File: src/rtl/scale_pkg.sv
// Shared types and constants for the horizontal source/coefficient generator.
//   state_t    : line-processing FSM states
//   FRAC_BITS  : fractional bits of the DDA step and position
//   COFF_MAX   : full-scale weight; a_coff + b_coff always equals this
//   STEP_UNITY : step value for a 1:1 scale ratio
package scale_pkg;

    typedef enum logic [1:0] {
        IDLE  = 2'd0,
        FILL  = 2'd1,
        RUN   = 2'd2,
        DRAIN = 2'd3
    } state_t;

    localparam int         FRAC_BITS  = 8;
    localparam logic [7:0] COFF_MAX   = 8'd255;
    localparam int         STEP_UNITY = 256;

endpackage

File: src/rtl/scale_pos_acc.sv
// DDA position accumulator and output-pixel counter.
//   sys_clk, sys_rst : clock, synchronous active-high reset
//   clear            : restart at position 0, count 0 (line start)
//   advance          : add step to position and bump the output count
//   step             : source step per output pixel, fixed point
//   pos_int/pos_frac : integer and fractional parts of the position
//   k                : outputs produced so far on this line
module scale_pos_acc #(
    parameter int W_BITS    = 11,
    parameter int FRAC_BITS = 8
) (
    input  logic                          sys_clk,
    input  logic                          sys_rst,
    input  logic                          clear,
    input  logic                          advance,
    input  logic [W_BITS+FRAC_BITS-1:0]   step,
    output logic [W_BITS-1:0]             pos_int,
    output logic [FRAC_BITS-1:0]          pos_frac,
    output logic [W_BITS-1:0]             k
);

    localparam int PW = W_BITS + FRAC_BITS;

    logic [PW-1:0] pos;

    always_ff @(posedge sys_clk) begin
        if (sys_rst || clear) begin
            pos <= '0;
            k   <= '0;
        end else if (advance) begin
            pos <= pos + step;
            k   <= k + W_BITS'(1);
        end
    end

    assign pos_int  = pos[PW-1:FRAC_BITS];
    assign pos_frac = pos[FRAC_BITS-1:0];

endmodule

File: src/rtl/scale_hsrc_gen.sv
// Horizontal source/coefficient generator for the scaler datapath.
// Consumes one line of pixels and, per output pixel, emits a neighbour pair
// (a, b) with complementary weights selected by a fixed-point DDA, plus the
// per-line vertical weights for the downstream weighted-sum unit.
//   sys_clk, sys_rst          : clock, synchronous active-high reset
//   cfg_*                     : line configuration, latched on start-of-line
//   in_data/in_vld/in_sol     : input pixel stream; in_rdy accepts
//   a, b, a_coff, b_coff      : source pair and horizontal weights
//   a_coff_next, b_coff_next  : vertical weights, updated with each output
//   data_en                   : one-cycle output-pixel strobe
//   scale_en                  : data_en qualified by the line-keep flag
//
// state | meaning
// IDLE  | waiting for a start-of-line pixel; other pixels dropped
// FILL  | first pixel held, loading the second into the window
// RUN   | emitting outputs, sliding the window as the DDA advances
// DRAIN | all outputs done, swallowing the rest of the line
module scale_hsrc_gen #(
    parameter int DATA_WIDTH = 8,
    parameter int W_BITS     = 11,
    parameter int FRAC_BITS  = 8
) (
    input  logic                     sys_clk,
    input  logic                     sys_rst,
    input  logic [W_BITS-1:0]        cfg_in_width,
    input  logic [W_BITS-1:0]        cfg_out_width,
    input  logic [W_BITS+7:0]        cfg_step,
    input  logic [7:0]               cfg_v_coff_a,
    input  logic [7:0]               cfg_v_coff_b,
    input  logic                     cfg_line_keep,
    input  logic [DATA_WIDTH-1:0]    in_data,
    input  logic                     in_vld,
    input  logic                     in_sol,
    output logic                     in_rdy,
    output logic [DATA_WIDTH-1:0]    a,
    output logic [DATA_WIDTH-1:0]    b,
    output logic [7:0]               a_coff,
    output logic [7:0]               b_coff,
    output logic [7:0]               a_coff_next,
    output logic [7:0]               b_coff_next,
    output logic                     data_en,
    output logic                     scale_en
);

    import scale_pkg::*;

    localparam int PW = W_BITS + 8;

    state_t                  state, next_state;

    logic [W_BITS-1:0]       in_q, out_q;
    logic [PW-1:0]           step_q;
    logic [7:0]              va_q, vb_q;
    logic                    keep_q;

    logic [DATA_WIDTH-1:0]   win0, win1;
    logic [W_BITS-1:0]       j, cons;

    logic [W_BITS-1:0]       pos_i, k;
    logic [FRAC_BITS-1:0]    pos_f;

    logic                    rdy_c, accept, sol_acc, emit, clamp;
    logic                    full, cons_last;

    // Using >= keeps the FSM from stalling if a width of 0 is ever latched.
    assign full      = (cons >= in_q);
    assign cons_last = (({1'b0, cons} + {{W_BITS{1'b0}}, 1'b1}) >= {1'b0, in_q});

    scale_pos_acc #(
        .W_BITS    (W_BITS),
        .FRAC_BITS (FRAC_BITS)
    ) u_pos_acc (
        .sys_clk  (sys_clk),
        .sys_rst  (sys_rst),
        .clear    (sol_acc),
        .advance  (emit),
        .step     (step_q),
        .pos_int  (pos_i),
        .pos_frac (pos_f),
        .k        (k)
    );

    always_ff @(posedge sys_clk) begin
        if (sys_rst) state <= IDLE;
        else         state <= next_state;
    end

    always_comb begin
        next_state = state;
        rdy_c      = 1'b0;
        emit       = 1'b0;
        clamp      = 1'b0;
        accept     = 1'b0;
        sol_acc    = 1'b0;

        case (state)
            IDLE, FILL, DRAIN: rdy_c = 1'b1;
            RUN: begin
                if (k == out_q) begin
                    next_state = full ? IDLE : DRAIN;
                end else if (pos_i == j) begin
                    emit = 1'b1;
                end else if (pos_i > j) begin
                    // Past the last source pixel: repeat it as both neighbours.
                    if (full) begin
                        emit  = 1'b1;
                        clamp = 1'b1;
                    end else begin
                        rdy_c = 1'b1;
                    end
                end
            end
            default: next_state = IDLE;
        endcase

        accept  = in_vld & rdy_c & ~sys_rst;
        sol_acc = accept & in_sol;

        // A start-of-line in any state aborts the current line and restarts.
        if (sol_acc) begin
            next_state = (cfg_in_width > W_BITS'(1)) ? FILL : RUN;
        end else if (accept) begin
            case (state)
                FILL:    next_state = RUN;
                DRAIN:   if (cons_last) next_state = IDLE;
                default: ;
            endcase
        end
    end

    assign in_rdy = rdy_c & ~sys_rst;

    always_ff @(posedge sys_clk) begin
        if (sys_rst) begin
            in_q   <= '0;
            out_q  <= '0;
            step_q <= '0;
            va_q   <= '0;
            vb_q   <= '0;
            keep_q <= 1'b0;
            win0   <= '0;
            win1   <= '0;
            j      <= '0;
            cons   <= '0;
        end else if (sol_acc) begin
            in_q   <= cfg_in_width;
            out_q  <= cfg_out_width;
            step_q <= cfg_step;
            va_q   <= cfg_v_coff_a;
            vb_q   <= cfg_v_coff_b;
            keep_q <= cfg_line_keep;
            win0   <= in_data;
            win1   <= in_data;
            j      <= '0;
            cons   <= W_BITS'(1);
        end else if (accept) begin
            case (state)
                FILL: begin
                    win1 <= in_data;
                    cons <= W_BITS'(2);
                end
                RUN: begin
                    win0 <= win1;
                    win1 <= in_data;
                    j    <= j + W_BITS'(1);
                    cons <= cons + W_BITS'(1);
                end
                DRAIN:   cons <= cons + W_BITS'(1);
                default: ;
            endcase
        end else if (clamp) begin
            win0 <= win1;
        end
    end

    always_ff @(posedge sys_clk) begin
        if (sys_rst) begin
            a           <= '0;
            b           <= '0;
            a_coff      <= '0;
            b_coff      <= '0;
            a_coff_next <= '0;
            b_coff_next <= '0;
            data_en     <= 1'b0;
            scale_en    <= 1'b0;
        end else begin
            data_en  <= emit;
            scale_en <= emit & keep_q;
            if (emit) begin
                a           <= clamp ? win1 : win0;
                b           <= win1;
                a_coff      <= COFF_MAX - 8'(pos_f);
                b_coff      <= 8'(pos_f);
                a_coff_next <= va_q;
                b_coff_next <= vb_q;
            end
        end
    end

endmodule
File: config.mk
export PLATFORM = sky130hd
export DESIGN_NAME = scale_hsrc_gen
export DESIGN_NICKNAME = d
export VERILOG_FILES = /design/src/rtl/scale_pkg.sv /design/src/rtl/scale_pos_acc.sv /design/src/rtl/scale_hsrc_gen.sv
export SDC_FILE = /design/constraint.sdc
export NUM_CORES = 1
export LEC_CHECK = 0
export ABC_AREA = 1
export CAP_MARGIN = 20
export CORE_MARGIN = 2
export CORE_UTILIZATION = 50
export CTS_BUF_LIST = sky130_fd_sc_hd__clkbuf_16
export DETAILED_ROUTE_END_ITERATION = 10
export PLACE_DENSITY_LB_ADDON = 0.2
export SYNTH_ARGS = -nofsm -noshare
export SYNTH_HDL_FRONTEND = slang
export SYNTH_SLANG_ARGS = --single-unit
export TNS_END_PERCENT = 50
File: constraint.sdc
create_clock -name sys_clk -period 2.4 [get_ports sys_clk]
set_input_delay 0.48 -clock sys_clk [delete_from_list [all_inputs] [get_ports sys_clk]]
set_output_delay 0.48 -clock sys_clk [all_outputs]
set_load 0.03 [all_outputs]
* Word-level counts from Yosys, hierarchy flattened
Index checks and enable logic that the tools add are counted.
** Storage, ports and cells
- Bits in registers :: 178
- Bits in latches :: 0
- RAM bits :: 0
- ROM bits :: 0
- Input port bits :: 70
- Memories kept :: 0
** Operators by class
- Add/sub/neg operators :: 6
- Multipliers :: 0
- Divide/modulo/power cells :: 0
- $lt $le $gt $ge :: 4
- Equality and inequality tests :: 6
- Shift operators :: 0
- Mux-type cells :: 31
- Bitwise logic cells :: 6
- Reduce and logical (&&, ||, !) cells :: 14
** Operators by type and width (count)
- $mux W8 :: 7
- $add A11 B1 Y11 const B :: 3
- $eq A11 B11 Y1 :: 2
- $pmux W11 S2 :: 1
- $add A19 B19 Y19 :: 1
- $mux W1 :: 14
- $mux W2 :: 7
- $add A11 B1 Y12 const B :: 1
- $ge A12 B11 Y1 :: 1
- $ge A11 B11 Y1 :: 1
- $gt A11 B1 Y1 const B :: 1
- $gt A11 B11 Y1 :: 1
- $reduce_and A2 Y1 :: 4
- $sub A8 B8 Y8 const A :: 1
- $reduce_bool A2 Y1 :: 3
- $reduce_or A2 Y1 :: 3
- $and A1 B1 Y1 :: 5
- $eq A2 B2 Y1 const B :: 2
- $pmux W2 S2 :: 1
- $ne A3 B1 Y1 const B :: 1
- $reduce_bool A3 Y1 :: 1
- $reduce_or A3 Y1 :: 1
- $eq A2 B1 Y1 const B :: 1
- $logic_not A2 Y1 :: 1
- 3 further kinds :: 3

* Longest topological paths before layout
Gate-level depths: netlist of run 1.
- Depth in word-level cells :: 11
- Gate-level depth with buffers :: 24
- Depth with buffers taken out :: 24

* Hierarchy
From an unflattened synthesis of run 1, not the netlist that was laid out.
** Unflattened totals
- Cell total of the unflattened synthesis :: 1336
- Area, all modules :: 9331.4 µm²
** By module, submodules not included
- scale_hsrc_gen :: instances 1, cells an instance 978, area an instance 7100.6 µm², sequential area each 2962.8 µm²
- scale_pos_acc :: instances 1, cells an instance 358, area an instance 2230.9 µm², sequential area each 600.6 µm²

* Worst setup path after synthesis of run 1
No wires, ideal clock.
- Path kind :: register to register
- Start :: reg cons[1]
- End :: reg state[0]
- Library setup time :: 0.064 ns
- Arrival time :: 2.327 ns
- Setup slack :: 0.009 ns
- Cell stages (with the launch flop) :: 24
- Path buffers :: 0
- Clock period less this slack :: 2.391 ns
- Cell sequence :: dfxtp_1 > ha_1 > nand2_1 > nor2_1 > inv_1 > nor2_1 > nand2_1 > inv_1 > a21oi_1 > or2_2 > inv_1 > ha_1 > nand2_1 > nand3b_1 > nor2_1 > nor2_1 > nand2_1 > nor2_1 > nand3_1 > nand2_1 > nand2_1 > nand2_1 > nor2_1 > nor2_1
** Between the ends
- Cells in the longest elaborated chain, start to end :: 10
** Ends and longest elaborated chain
- from (decl) :: RTL line scale_hsrc_gen.sv:57 : logic [W_BITS-1:0] j, cons;
- from (signal assigned) :: RTL line scale_hsrc_gen.sv:166 : cons <= cons + W_BITS'(1);
- from (signal assigned) :: RTL line scale_hsrc_gen.sv:168 : DRAIN: cons <= cons + W_BITS'(1);
- branches (longest 9 deep; another with $add A11 B1 Y12)
- $mux W2 (*) :: RTL line scale_hsrc_gen.sv:120 : if (sol_acc) begin
- to (signal assigned) :: RTL line scale_hsrc_gen.sv:85 : else state <= next_state;
- to (decl) :: RTL line scale_hsrc_gen.sv:49 : state_t state, next_state;
Every way passes the cells marked *.
A chain may end at the register's enable or synchronous reset.

* Final worst setup path of run 1
- Start :: reg cons[0]
- End :: reg state[0]
Same word-level chain as after synthesis.

==> metrics.md, run 1 <==
| Metric | Value |
|---|---|
| Status | `finished with violations` |
| Failing checks | `setup timing` |
| Slowest CP cell | `dfxtp_2` |
| Antenna cells | `0` |
| Port-buffer cells | `120` |
| CTS Root Cell | `clkbuf_16` |
| GP Congestion | `0.9103` |
| Die Span Y | `139.5 µm` |
| Top cells by area, synth | `dfxtp_1, nand2_1, a21oi_1, ha_1, nor2_1` |
| Sequential fraction of the synthesis area | `0.3880` |
| Placed Area | `10750 µm²` |
| H-tree depth | `4` |
| Via density | `5.478` |
| IO Count | `121` |
| Cell area after synthesis | `9184 µm²` |
| Syn-to-layout area delta | `40.48%` |
| Post-layout worst setup margin | `-0.2789 ns` |
| Remaining Overflow, GRT | `0` |
| Average cell area after synthesis | `7.248 µm²` |
| CTS Sinks | `178` |
| Clock tree buffer depth | `2` |
| Finished Cell Area | `12900 µm²` |
| Synth Instances | `1267` |
| Site row count | `49` |
| Max Fclk | `0.3733 GHz` |
| Least-Margin Pin Slew | `0.6387 ns` |
| Number of distinct library cells after synthesis | `45` |
| Ys Warns | `0` |
| Initial antenna violation count | `0` |
| Pwr/cell area | `530.4 nW/µm²` |
| Max-slew headroom | `0.5742` |
| Max-slew violations | `0` |
| CTS buffer count | `17` |
| Final setup viols | `113` |
| WL per Instance | `17.15 µm` |
| Commonest non-fill, non-tap cells in the layout | `nand2_1, dfxtp_1, nor2_1, clkdlybuf4s50_1, a21oi_1` |
| Share of the synthesized area in the top cell type | `0.3880` |
| Final Critical Period | `2.679 ns` |
| CP Capture Type | `flip-flop` |
| Die footprint | `19470 µm²` |
| Hold buffers post-CTS | `0` |
| Endpoints failing hold | `0` |
| Antenna violation net count after detailed routing | `0` |
| Crit path launch type | `flip-flop` |
| WP data required | `2.79 ns` |
| Crit path max fanout | `3` |
| Starting Density | `0.5112` |
| Layout cells sized above 1 | `0.2126` |
| Seq cells post-synth | `178` |
| CTS tree | `built` |
| DRC Markers | `0` |
| Data arrival, critical path | `3.07 ns` |
| Die Wd | `139.5 µm` |
| RSZ-0062 raised after global routing | `yes` |
| Fin crit share | `1.116` |
| Setup TNS | `-11.43 ns` |
| All-Layer GR Usage | `0.2460` |
| Yosys top cell by area | `dfxtp_1` |
| Filler cells | `1384` |
| Total Wirelength | `29.25 mm` |
| Clock latency on the worst-skew pair | `0.46 ns` |
| Vias | `9346` |
| Hold crit path type | `reg -> reg` |
| Crit-path cells | `buf_6 > ha_4 > nand2_4 > nor2_4 > inv_2 > nor2_4 > nand2_2 > nor2_4 > nand2_2 > xnor2_2 > ha_1 > nand3b_1 > nor2_1 > nor2_1 > nand2_1 > nor2_2 > nand3_1 > nand2_1 > nand2_1 > nand2_1 > nor2_1 > nor2_1` |
| Core area | `17960 µm²` |
| Multi-input combinational cell area | `5538 µm²` |
| Initial detailed-routing violation count | `511` |
| Initial DRT Pass Iterations | `5` |
| FF/Latch Area | `3583 µm²` |
| VDD IR max | `0.5223 mV` |
| LEAKAGE | `5.400 nW` |
| Layout Skew | `0.01859 ns` |
| Worst reg2reg setup slack | `-0.28 ns` |
| Worst-path clk slew | `0.08 ns` |
| Slowest stage delay, CP | `0.34 ns` |
| DP Wirelength | `16.75 mm` |
| Largest net degree at the start of global routing | `53` |
| First-pass GRT wire length | `39.50 mm` |
| Crit path kind | `reg -> reg` |
| Commonest non-fill, non-tap cell in the layout | `nand2_1` |
| Max-Cap Viols | `0` |
| Syn_nets | `1396` |
| Number of global-route vias before repair | `8152` |
| Fin nets | `1593` |
repair_timing:
item	CTS	global route
buffers inserted	24	19
setup endpoints to repair	15	169
gates resized for setup	44	182
pin swaps	17	34
cloned	0	22
through the flow:
stage | cells | power, W | worst slack (ns) | hold slack [ns] | util
after global placement | 1612 | 0.003835 | -0.09541 | 0.4426 | 0.5985
after CTS | 1668 | 0.006626 | -0.1804 | 0.4583 | 0.6508
after detailed placement | 1612 | 0.003844 | -0.2178 | 0.4480 | 0.5985
after global routing | 1706 | 0.007060 | -0.4269 | 0.4778 | 0.7182
final | 1706 | 0.006842 | -0.2789 | 0.4630 | 0.7182
after floorplan | 1267 | 0.003565 | 0.009188 | 0.4242 | -
area by class of cell:
type | instances | area share
well taps | 229 | 0.02221
inverters | 103 | 0.03336
multi-input cells | 935 | 0.4293
repair buffers | 229 | 0.1916
clock buffers | 17 | 0.03297
flip-flops and latches | 178 | 0.2778
clock inverters | 15 | 0.01280
worst max-delay path, delay by kind of cell, from the launching register on:
kind / cells / cell delay, ns
flops: 1 / 0.34
buf+inv: 2 / 0.16
fa+ha+maj: 2 / 0.47
xor+xnor: 1 / 0.15
simple gates: 17 / 1.51
where the power goes:
group | switching (W) | leakage [nW] | total, W | internal (W)
registers | 0.0000482 | 1.45 | 0.00308 | 0.00303
logic | 0.000522 | 3.67 | 0.000933 | 0.000412
clock network | 0.00143 | 0.285 | 0.00283 | 0.00140
final timing paths:
check | depth (start not counted) | from | end
setup / recovery | 22 | cons[0]$_SDFFE_PP0P_ | state[0]$_SDFF_PP0_
hold / removal | 2 | b_coff[1]$_SDFFE_PP0P_ | b_coff[1]$_SDFFE_PP0P_
setup reg to reg | 22 | cons[0]$_SDFFE_PP0P_ | state[0]$_SDFF_PP0_
hold reg to reg | 2 | b_coff[1]$_SDFFE_PP0P_ | b_coff[1]$_SDFFE_PP0P_
flip-flops by register name, summed over array words and instances (netlist names):
register / cells
a: 8
a_coff: 8
a_coff_next: 8
b: 8
b_coff: 8
b_coff_next: 8
cons: 11
data_en: 1
in_q: 11
j: 11
keep_q: 1
out_q: 11
scale_en: 1
state: 2
step_q: 19
u_pos_acc.k: 11
u_pos_acc.pos: 19
va_q: 8
vb_q: 8
win0: 8
win1: 8
metal layers:
layer / routed length [µm] / track usage / part of all wire
met1: 12460 / 0.3218 / 0.43
met3: 2205 / 0.06848 / 0.075
met4: 881 / 0.05635 / 0.030
met5: 0 / 0 / 0
met2: 13710 / 0.4058 / 0.47
cells by family after synthesis:
group,synth area share
adders and majority gates,0.08120
AOI/OAI and AO/OA,0.1653
buffers and inverters,0.07902
DFF,0.3880
and+or+nand+nor,0.2484
xor gates and xnor gates,0.03815
synthesized netlist by cell type:
library cell	instances
nand3_1	46
o21a_1	3
nor4_1	4
clkbuf_1	18
and2_1	2
inv_1	93
nor2_2	1
nand2_1	326
a211oi_1	7
buf_2	16
buf_1	1
inv_2	7
o31ai_1	1
o21bai_1	1
a21o_1	5
o21ai_0	78
nor2_8	2
nand4_1	6
nor3_1	15
xnor2_1	14
o21ai_4	1
or2_2	2
nand2_2	4
nand4_4	1
nand2_4	3
or2_0	2
o211a_1	1
ha_1	58
a31oi_1	9
nand3_2	1
fa_1	1
nand4_2	1
buf_6	12
nor2_4	1
o211ai_1	2
a211oi_2	1
nor2_1	129
clkinv_1	3
dfxtp_1	178
a221oi_1	1
xor2_1	26
buf_4	7
nand3b_1	1
a21oi_1	163
o21ai_1	13
No activity file was read; power rests on OpenSTA's default activity.
==> run 2: changes to the inputs <==
CORE_UTILIZATION = 25   (was 50)
==> run 2 against run 1 <==
The run still ends with setup timing left; first-iteration DRC count is 17% lower; die area grew 97%; critical path depth fell by 5; power up 4.3%; clock power grew 11%; fmax increased by 4.0%; worst setup slack improved by 0.10 ns; sequential power about the same; critical endpoint is now in_rdy; largest power group is now clock.
==> metrics.md, run 2 (synthesis gave the netlist of run 1 again) <==
| Metric | Value |
|---|---|
| Multi-input combinational cell area | `5423 µm² (was 5538 µm²)` |
| Finished Cell Area | `13310 µm² (was 12900 µm²)` |
| Setup TNS | `-5.132 ns (was -11.43 ns)` |
| Status | `finished with violations (unchanged)` |
| Layout cells sized above 1 | `0.2082 (was 0.2126)` |
| Initial antenna violation count | `2 (was 0)` |
| Layout Skew | `0.009176 ns (was 0.01859 ns)` |
| CTS Root Cell | `clkbuf_16 (unchanged)` |
| Port-buffer cells | `120 (unchanged)` |
| Largest net degree at the start of global routing | `53 (unchanged)` |
| Worst R2R End | `step_q[1]$_SDFFE_PP0P_ (was state[0]$_SDFF_PP0_)` |
| Die footprint | `38280 µm² (was 19470 µm²)` |
| Worst reg2reg setup slack | `-0.13 ns (was -0.28 ns)` |
| Site row count | `70 (was 49)` |
| WP data required | `1.92 ns (was 2.79 ns)` |
| Worst-path clk slew | `0.07 ns (was 0.08 ns)` |
| Syn-to-layout area delta | `44.89% (was 40.48%)` |
| Final Critical Period | `2.576 ns (was 2.679 ns)` |
| Crit path launch type | `flip-flop (unchanged)` |
| CP dominant cell by count | `nand2_1` |
| DP Wirelength | `19.50 mm (was 16.75 mm)` |
| Fin crit share | `1.073 (was 1.116)` |
| Commonest non-fill, non-tap cell in the layout | `nand2_1 (unchanged)` |
| Max-slew violations | `0 (unchanged)` |
| Hold endpoint | `win1[2]$_SDFFE_PP0P_ (was b_coff[1]$_SDFFE_PP0P_)` |
| Slowest stage delay, CP | `0.33 ns (was 0.34 ns)` |
| Worst r2r src | `cons[0]$_SDFFE_PP0P_ (unchanged)` |
| Max-slew headroom | `0.5145 (was 0.5742)` |
| Crit path max fanout | `2 (was 3)` |
| Hold Crit Start | `sys_rst (was b_coff[1]$_SDFFE_PP0P_)` |
| Crit-path cells | `inv_1 > buf_4 > ha_4 > inv_1 > nand2_1 > nand2_1 > nand2_1 > nand2_1 > nand2_2 > nand2_2 > nand2_4 > nor2_4 > nand2_2 > nand2_4 > nand2_4 > inv_2 > buf_6 (was buf_6 > ha_4 > nand2_4 > nor2_4 > inv_2 > nor2_4 > nand2_2 > nor2_4 > nand2_2 > xnor2_2 > ha_1 > nand3b_1 > nor2_1 > nor2_1 > nand2_1 > nor2_2 > nand3_1 > nand2_1 > nand2_1 > nand2_1 > nor2_1 > nor2_1)` |
| Die Span Y | `195.7 µm (was 139.5 µm)` |
| Filler cells | `3812 (was 1384)` |
| Number of global-route vias before repair | `8695 (was 8152)` |
| Slowest CP cell | `dfxtp_2 (unchanged)` |
| First-pass GRT wire length | `45.97 mm (was 39.50 mm)` |
| CTS buffer count | `17 (unchanged)` |
| Least-Margin Pin Slew | `0.7283 ns (was 0.6387 ns)` |
| Max Fclk | `0.3882 GHz (was 0.3733 GHz)` |
| CP Capture Type | `output port (was flip-flop)` |
| Pwr/cell area | `536.4 nW/µm² (was 530.4 nW/µm²)` |
| Clock tree buffer depth | `2 (unchanged)` |
| Hold Path Depth | `4 (was 2)` |
| CTS Sinks | `178 (unchanged)` |
| Core area | `36430 µm² (was 17960 µm²)` |
| Endpoints failing hold | `0 (unchanged)` |
| R2R depth | `22 (unchanged)` |
| Hold crit path type | `in -> reg (was reg -> reg)` |
| Regs by FF count | `step_q x19, u_pos_acc.pos x19 (unchanged)` |
| Layout Utilization | `0.3652 (was 0.7182)` |
| H-tree depth | `4 (unchanged)` |
| Total Wirelength | `30.35 mm (was 29.25 mm)` |
| Post-layout worst setup margin | `-0.1763 ns (was -0.2789 ns)` |
| Final setup viols | `95 (was 113)` |
| RSZ-0062 raised after global routing | `yes (unchanged)` |
| Via density | `4.518 (was 5.478)` |
| VDD IR max | `0.5152 mV (was 0.5223 mV)` |
| Vias | `8824 (was 9346)` |
| GP Congestion | `0.8430 (was 0.9103)` |
| LEAKAGE | `5.428 nW (was 5.400 nW)` |
| Clock latency on the worst-skew pair | `0.45 ns (was 0.46 ns)` |
| Die Wd | `195.7 µm (was 139.5 µm)` |
| Failing checks | `setup timing (unchanged)` |
| Starting Density | `0.2521 (was 0.5112)` |
| IO Count | `121 (unchanged)` |
| DRC Markers | `0 (unchanged)` |
| Max-Cap Viols | `0 (unchanged)` |
| Antenna violation net count after detailed routing | `0 (unchanged)` |
| Remaining Overflow, GRT | `0 (unchanged)` |
| All-Layer GR Usage | `0.1522 (was 0.2460)` |
| WL per Instance | `15.54 µm (was 17.15 µm)` |
| Initial DRT Pass Iterations | `5 (unchanged)` |
| Commonest non-fill, non-tap cells in the layout | `nand2_1, dfxtp_1, a21oi_1, clkdlybuf4s50_1, nor2_1 (was nand2_1, dfxtp_1, nor2_1, clkdlybuf4s50_1, a21oi_1)` |
| Fin nets | `1600 (was 1593)` |
| Crit path kind | `reg -> out (was reg -> reg)` |
| Placed Area | `11330 µm² (was 10750 µm²)` |
| FF/Latch Area | `3578 µm² (was 3583 µm²)` |
| CTS tree | `built (unchanged)` |
| Data arrival, critical path | `2.10 ns (was 3.07 ns)` |
| Initial detailed-routing violation count | `423 (was 511)` |
-- run 2: routing by layer --
layer | part of all wire | up-vias | GRT usage
li1 | - | 4572 | -
met1 | 0.47 | 4077 | 0.1941
met2 | 0.46 | 144 | 0.2466
met3 | 0.055 | 29 | 0.04435
met4 | 0.015 | 2 | 0.05079
met5 | 0.00043 | - | 0
-- run 2: worst max-delay path, delay by kind of cell (launching register included) --
| family | cells | cell delay, ns |
|---|---|---|
| and+or+nand+nor | 11 | 0.65 |
| buffers and inverters | 5 | 0.38 |
| DFF | 1 | 0.33 |
| adders and majority gates | 1 | 0.26 |
-- run 2: cell type report --
class | count | share of cell area
Multi-Input combinational cell | 932 | 0.4075
Sequential cell | 178 | 0.2689
Timing Repair Buffer | 239 | 0.1998
Tap cell | 468 | 0.04401
Clock buffer | 17 | 0.03197
Inverter | 103 | 0.03122
Clock inverter | 15 | 0.01636
Antenna cell | 1 | 0.0001881
-- run 2: what timing repair did --
action                                  CTS  global route
gates cloned                              6             9
hold buffers                              0             0
pin swaps                                28            32
endpoints found under the setup margin  134           178
gates resized for setup                  91           125
hold endpoints to repair                  0             0
buffers inserted                         27             9
-- run 2: through the flow --
| step | power [W] | instances | hold slack, ns | setup slack, ns |
|---|---|---|---|---|
| after floorplan | 0.003565 | 1267 | 0.4242 | 0.009188 |
| after global placement | 0.003893 | 1878 | 0.4489 | -0.1746 |
| after detailed placement | 0.003897 | 1878 | 0.4567 | -0.2370 |
| after CTS | 0.007124 | 1935 | 0.4079 | -0.2257 |
| after global routing | 0.007433 | 1952 | 0.4344 | -0.3525 |
| final | 0.007138 | 1953 | 0.4312 | -0.1763 |
-- run 2: report_power, final --
part | switching, W | internal [W]
clock network | 0.00136 | 0.00178
logic | 0.000505 | 0.000414
registers | 0.0000472 | 0.00303
total | 0.00192 | 0.00522
-- run 2: worst max-delay path by stage --
stage | start | to | slack (ns) | cells after the start
after global routing | cons[1]$_SDFFE_PP0P_ | state[1]$_SDFF_PP0_ | -0.35 | 22
after floorplan | cons[1]$_SDFFE_PP0P_ | state[0]$_SDFF_PP0_ | 0.009 | 23
after detailed placement | cons[0]$_SDFFE_PP0P_ | state[0]$_SDFF_PP0_ | -0.24 | 23
after global placement | cons[0]$_SDFFE_PP0P_ | state[0]$_SDFF_PP0_ | -0.17 | 23
after CTS | j[5]$_SDFFE_PP0P_ | in_rdy | -0.23 | 14
final | cons[0]$_SDFFE_PP0P_ | in_rdy | -0.18 | 17
==> run 3: changes to the inputs <==
--- a/config.mk
+++ b/config.mk
@@ -13,3 +13,4 @@
 export DETAILED_ROUTE_END_ITERATION = 10
-export PLACE_DENSITY_LB_ADDON = 0.2
+export GPL_TIMING_DRIVEN = 0
+export PLACE_DENSITY = 0.43
 export SYNTH_ARGS = -nofsm -noshare
--- a/constraint.sdc
+++ b/constraint.sdc
@@ -3,2 +3,2 @@
 set_output_delay 0.48 -clock sys_clk [all_outputs]
-set_load 0.03 [all_outputs]
+set_load 0.1 [all_outputs]
==> run 3 against run 2 <==
Power is 0.92% higher; register-to-register slack worse by 0.15 ns; routed wire length is 6.8% higher; via count is 0.27% higher; clock skew is 0.0021 ns higher; core utilization is 0.94 points lower; final cell count is 0.72% lower; the run still ends with setup timing left; sequential share of layout area is 0.86 points higher; sequential power hardly changed; clock-buffer cell count stayed put.
==> metrics.md, run 3 (synthesis gave the netlist of run 1 again) <==
| Metric | Value |
|---|---|
| Status | `finished with violations (unchanged)` |
| Failing checks | `setup timing (unchanged)` |
| Crit path max fanout | `10 (was 2)` |
| Crit-path cells | `clkbuf_2 > clkinv_2 > clkbuf_1 > clkbuf_2 > nand2_4 > clkinvlp_4 > buf_12 (was inv_1 > buf_4 > ha_4 > inv_1 > nand2_1 > nand2_1 > nand2_1 > nand2_1 > nand2_2 > nand2_2 > nand2_4 > nor2_4 > nand2_2 > nand2_4 > nand2_4 > inv_2 > buf_6)` |
| Initial detailed-routing violation count | `441 (was 423)` |
| Vias | `8848 (was 8824)` |
| LEAKAGE | `5.469 nW (was 5.428 nW)` |
| DRC Markers | `0 (unchanged)` |
| Max-slew headroom | `0.3060 (was 0.5145)` |
| Slowest CP cell | `clkinv_2 (was dfxtp_2)` |
| IO Count | `121 (unchanged)` |
| Commonest non-fill, non-tap cell in the layout | `nand2_1 (unchanged)` |
| Largest net degree at the start of global routing | `17 (was 53)` |
| Max-Cap Viols | `0 (unchanged)` |
| Number of global-route vias before repair | `8712 (was 8695)` |
| Die Wd | `195.7 µm (unchanged)` |
| Worst-path clk slew | `0.07 ns (about the same)` |
| WP data required | `1.92 ns (about the same)` |
| GP Congestion | `0.8294 (was 0.8430)` |
| Die Span Y | `195.7 µm (unchanged)` |
| CP bufs+invs | `6 (was 5)` |
| Total Wirelength | `32.42 mm (was 30.35 mm)` |
| Clock tree buffer depth | `2 (unchanged)` |
| Crit path launch type | `input pin (was flip-flop)` |
| R2R depth | `22 (unchanged)` |
| Worst reg2reg setup slack | `-0.28 ns (was -0.13 ns)` |
| CP startpoint | `sys_rst (was cons[0]$_SDFFE_PP0P_)` |
| Pwr/cell area | `555.7 nW/µm² (was 536.4 nW/µm²)` |
| Remaining Overflow, GRT | `0 (unchanged)` |
| CP dominant cell by count | `clkbuf_2 (was nand2_1)` |
| Final setup viols | `159 (was 95)` |
| Syn-to-layout area delta | `41.16% (was 44.89%)` |
| RSZ-0062 raised after global routing | `yes (unchanged)` |
| Clock latency on the worst-skew pair | `0.44 ns (was 0.45 ns)` |
| Post-layout worst setup margin | `-0.2841 ns (was -0.1763 ns)` |
| Instance count on the critical path | `7 (was 17)` |
| CP Capture Type | `output port (unchanged)` |
| Regs by FF count | `step_q x19, u_pos_acc.pos x19 (unchanged)` |
| Setup TNS | `-18.59 ns (was -5.132 ns)` |
| H-tree depth | `4 (unchanged)` |
| Finished Cell Area | `12960 µm² (was 13310 µm²)` |
| CTS buffer count | `17 (unchanged)` |
| Core area | `36430 µm² (unchanged)` |
| Fin nets | `1586 (was 1600)` |
| Worst R2R End | `state[0]$_SDFF_PP0_ (was step_q[1]$_SDFFE_PP0P_)` |
| WL per Instance | `16.72 µm (was 15.54 µm)` |
| Initial DRT Pass Iterations | `5 (unchanged)` |
| Total Power | `0.007204 W (was 0.007138 W)` |
| CTS tree | `built (unchanged)` |
| Crit path kind | `in -> out (was reg -> out)` |
| Layout Skew | `0.01123 ns (was 0.009176 ns)` |
| Endpoints failing hold | `0 (unchanged)` |
| Via density | `4.563 (was 4.518)` |
| CP delay by family, top | `buffers and inverters (was simple AND/OR/NAND/NOR gates)` |
| Filler cells | `3869 (was 3812)` |
| Antenna violation net count after detailed routing | `0 (unchanged)` |
| CTS Sinks | `178 (unchanged)` |
| Fin crit share | `1.118 (was 1.073)` |
| Max-slew violations | `0 (unchanged)` |
| Initial antenna violation count | `1 (was 2)` |
| DP Wirelength | `22.94 mm (was 19.50 mm)` |
| Die footprint | `38280 µm² (unchanged)` |
| Final Critical Period | `2.684 ns (was 2.576 ns)` |
| Site row count | `70 (unchanged)` |
| CTS Root Cell | `clkbuf_16 (unchanged)` |
| Least-Margin Pin Slew | `1.045 ns (was 0.7283 ns)` |
| Non-filler cells, final | `1939 (was 1953)` |
| Data arrival, critical path | `2.20 ns (was 2.10 ns)` |
| Worst setup path endpoint | `in_rdy (unchanged)` |
| Placed cell count | `1854 (was 1878)` |
| VDD IR max | `0.4442 mV (was 0.5152 mV)` |
| Worst r2r src | `cons[2]$_SDFFE_PP0P_ (was cons[0]$_SDFFE_PP0P_)` |
| Commonest non-fill, non-tap cells in the layout | `nand2_1, dfxtp_1, a21oi_1, nor2_1, inv_1 (was nand2_1, dfxtp_1, a21oi_1, clkdlybuf4s50_1, nor2_1)` |
| Layout Utilization | `0.3558 (was 0.3652)` |
| Hold crit path type | `reg -> reg (was in -> reg)` |
| All-Layer GR Usage | `0.1687 (was 0.1522)` |
| Port-buffer cells | `119 (was 120)` |
| Placed Area | `10970 µm² (was 11330 µm²)` |
| Layout cells sized above 1 | `0.1920 (was 0.2082)` |
| Starting Density | `0.2521 (unchanged)` |
| Slowest stage delay, CP | `0.35 ns (was 0.33 ns)` |
| Max Fclk | `0.3726 GHz (was 0.3882 GHz)` |
| First-pass GRT wire length | `49.74 mm (was 45.97 mm)` |
[run 3: cell types whose count changed in the layout (fill, tap and decap cells not counted), sizes merged, moves of 2 or more]
cell,change
buf,-30
bufbuf,-2
clkbuf,+15
clkdlybuf4s50,-48
clkinv,+6
dlygate4sd2,+48
inv,-6
nand2,+2
[run 3: area by class of cell]
type,count,area (µm²),area share
Sequential cell,178,3597,0.2775
Multi-Input combinational cell,934,5468,0.4218
Antenna cell,2,5.005,0.0003861
Clock buffer,17,425.4,0.03282
Buffer,54,598.1,0.04613
Timing Repair Buffer,168,1655,0.1277
Tap cell,468,585.6,0.04517
Timing Repair inverter,1,5.005,0.0003861
Clock inverter,14,211.5,0.01631
Inverter,103,412.9,0.03185
[run 3: power breakdown]
part	total, W	leakage [nW]	internal, W	switching [W]
clock	0.00314	0.315	0.00185	0.00129
combinational	0.000992	3.70	0.000383	0.000609
sequential	0.00307	1.45	0.00303	0.0000477
total	0.00720	5.47	0.00526	0.00195
[run 3: timing repair]
action | in CTS | in global routing
resized for setup | 173 | 144
hold buffers | 0 | 0
cloned | 5 | 7
setup buffers | 22 | 18
hold endpoints to repair | 0 | 0
endpoints found under the setup margin | 226 | 179
pin swaps | 11 | 37
[run 3: metrics by stage]
| stage | hold slack, ns | setup WS, ns |
|---|---|---|
| floorplan | 0.4242 | 0.002465 |
| global placement | 0.4437 | -1.500 |
| detailed placement | 0.4526 | -1.528 |
| CTS | 0.4586 | -0.3934 |
| global route | 0.4787 | -0.4737 |
| finish | 0.4665 | -0.2841 |
[run 3: how the worst min path moves through the flow]
stage,end,slack [ns],startpoint,cells past startpoint
after floorplan,scale_en$_SDFF_PP0_,0.42,keep_q$_SDFFE_PP0P_,2
after global placement,keep_q$_SDFFE_PP0P_,0.44,keep_q$_SDFFE_PP0P_,2
after detailed placement,keep_q$_SDFFE_PP0P_,0.45,keep_q$_SDFFE_PP0P_,2
after CTS,out_q[3]$_SDFFE_PP0P_,0.46,sys_rst,2
after global routing,out_q[3]$_SDFFE_PP0P_,0.48,sys_rst,2
final,b_coff[6]$_SDFFE_PP0P_,0.47,b_coff[6]$_SDFFE_PP0P_,2
[run 3: metal layers]
layer	global-route usage	wire, µm
met5	0	0
met4	0.04461	431
met3	0.04298	1711
met2	0.2714	14580
met1	0.2248	15700
[run 3: tightest hold or removal path, stage by stage, from the launching register on]
cell and delay (ns):
dfxtp_1 0.31, nand2_1 0.06, a21oi_1 0.05
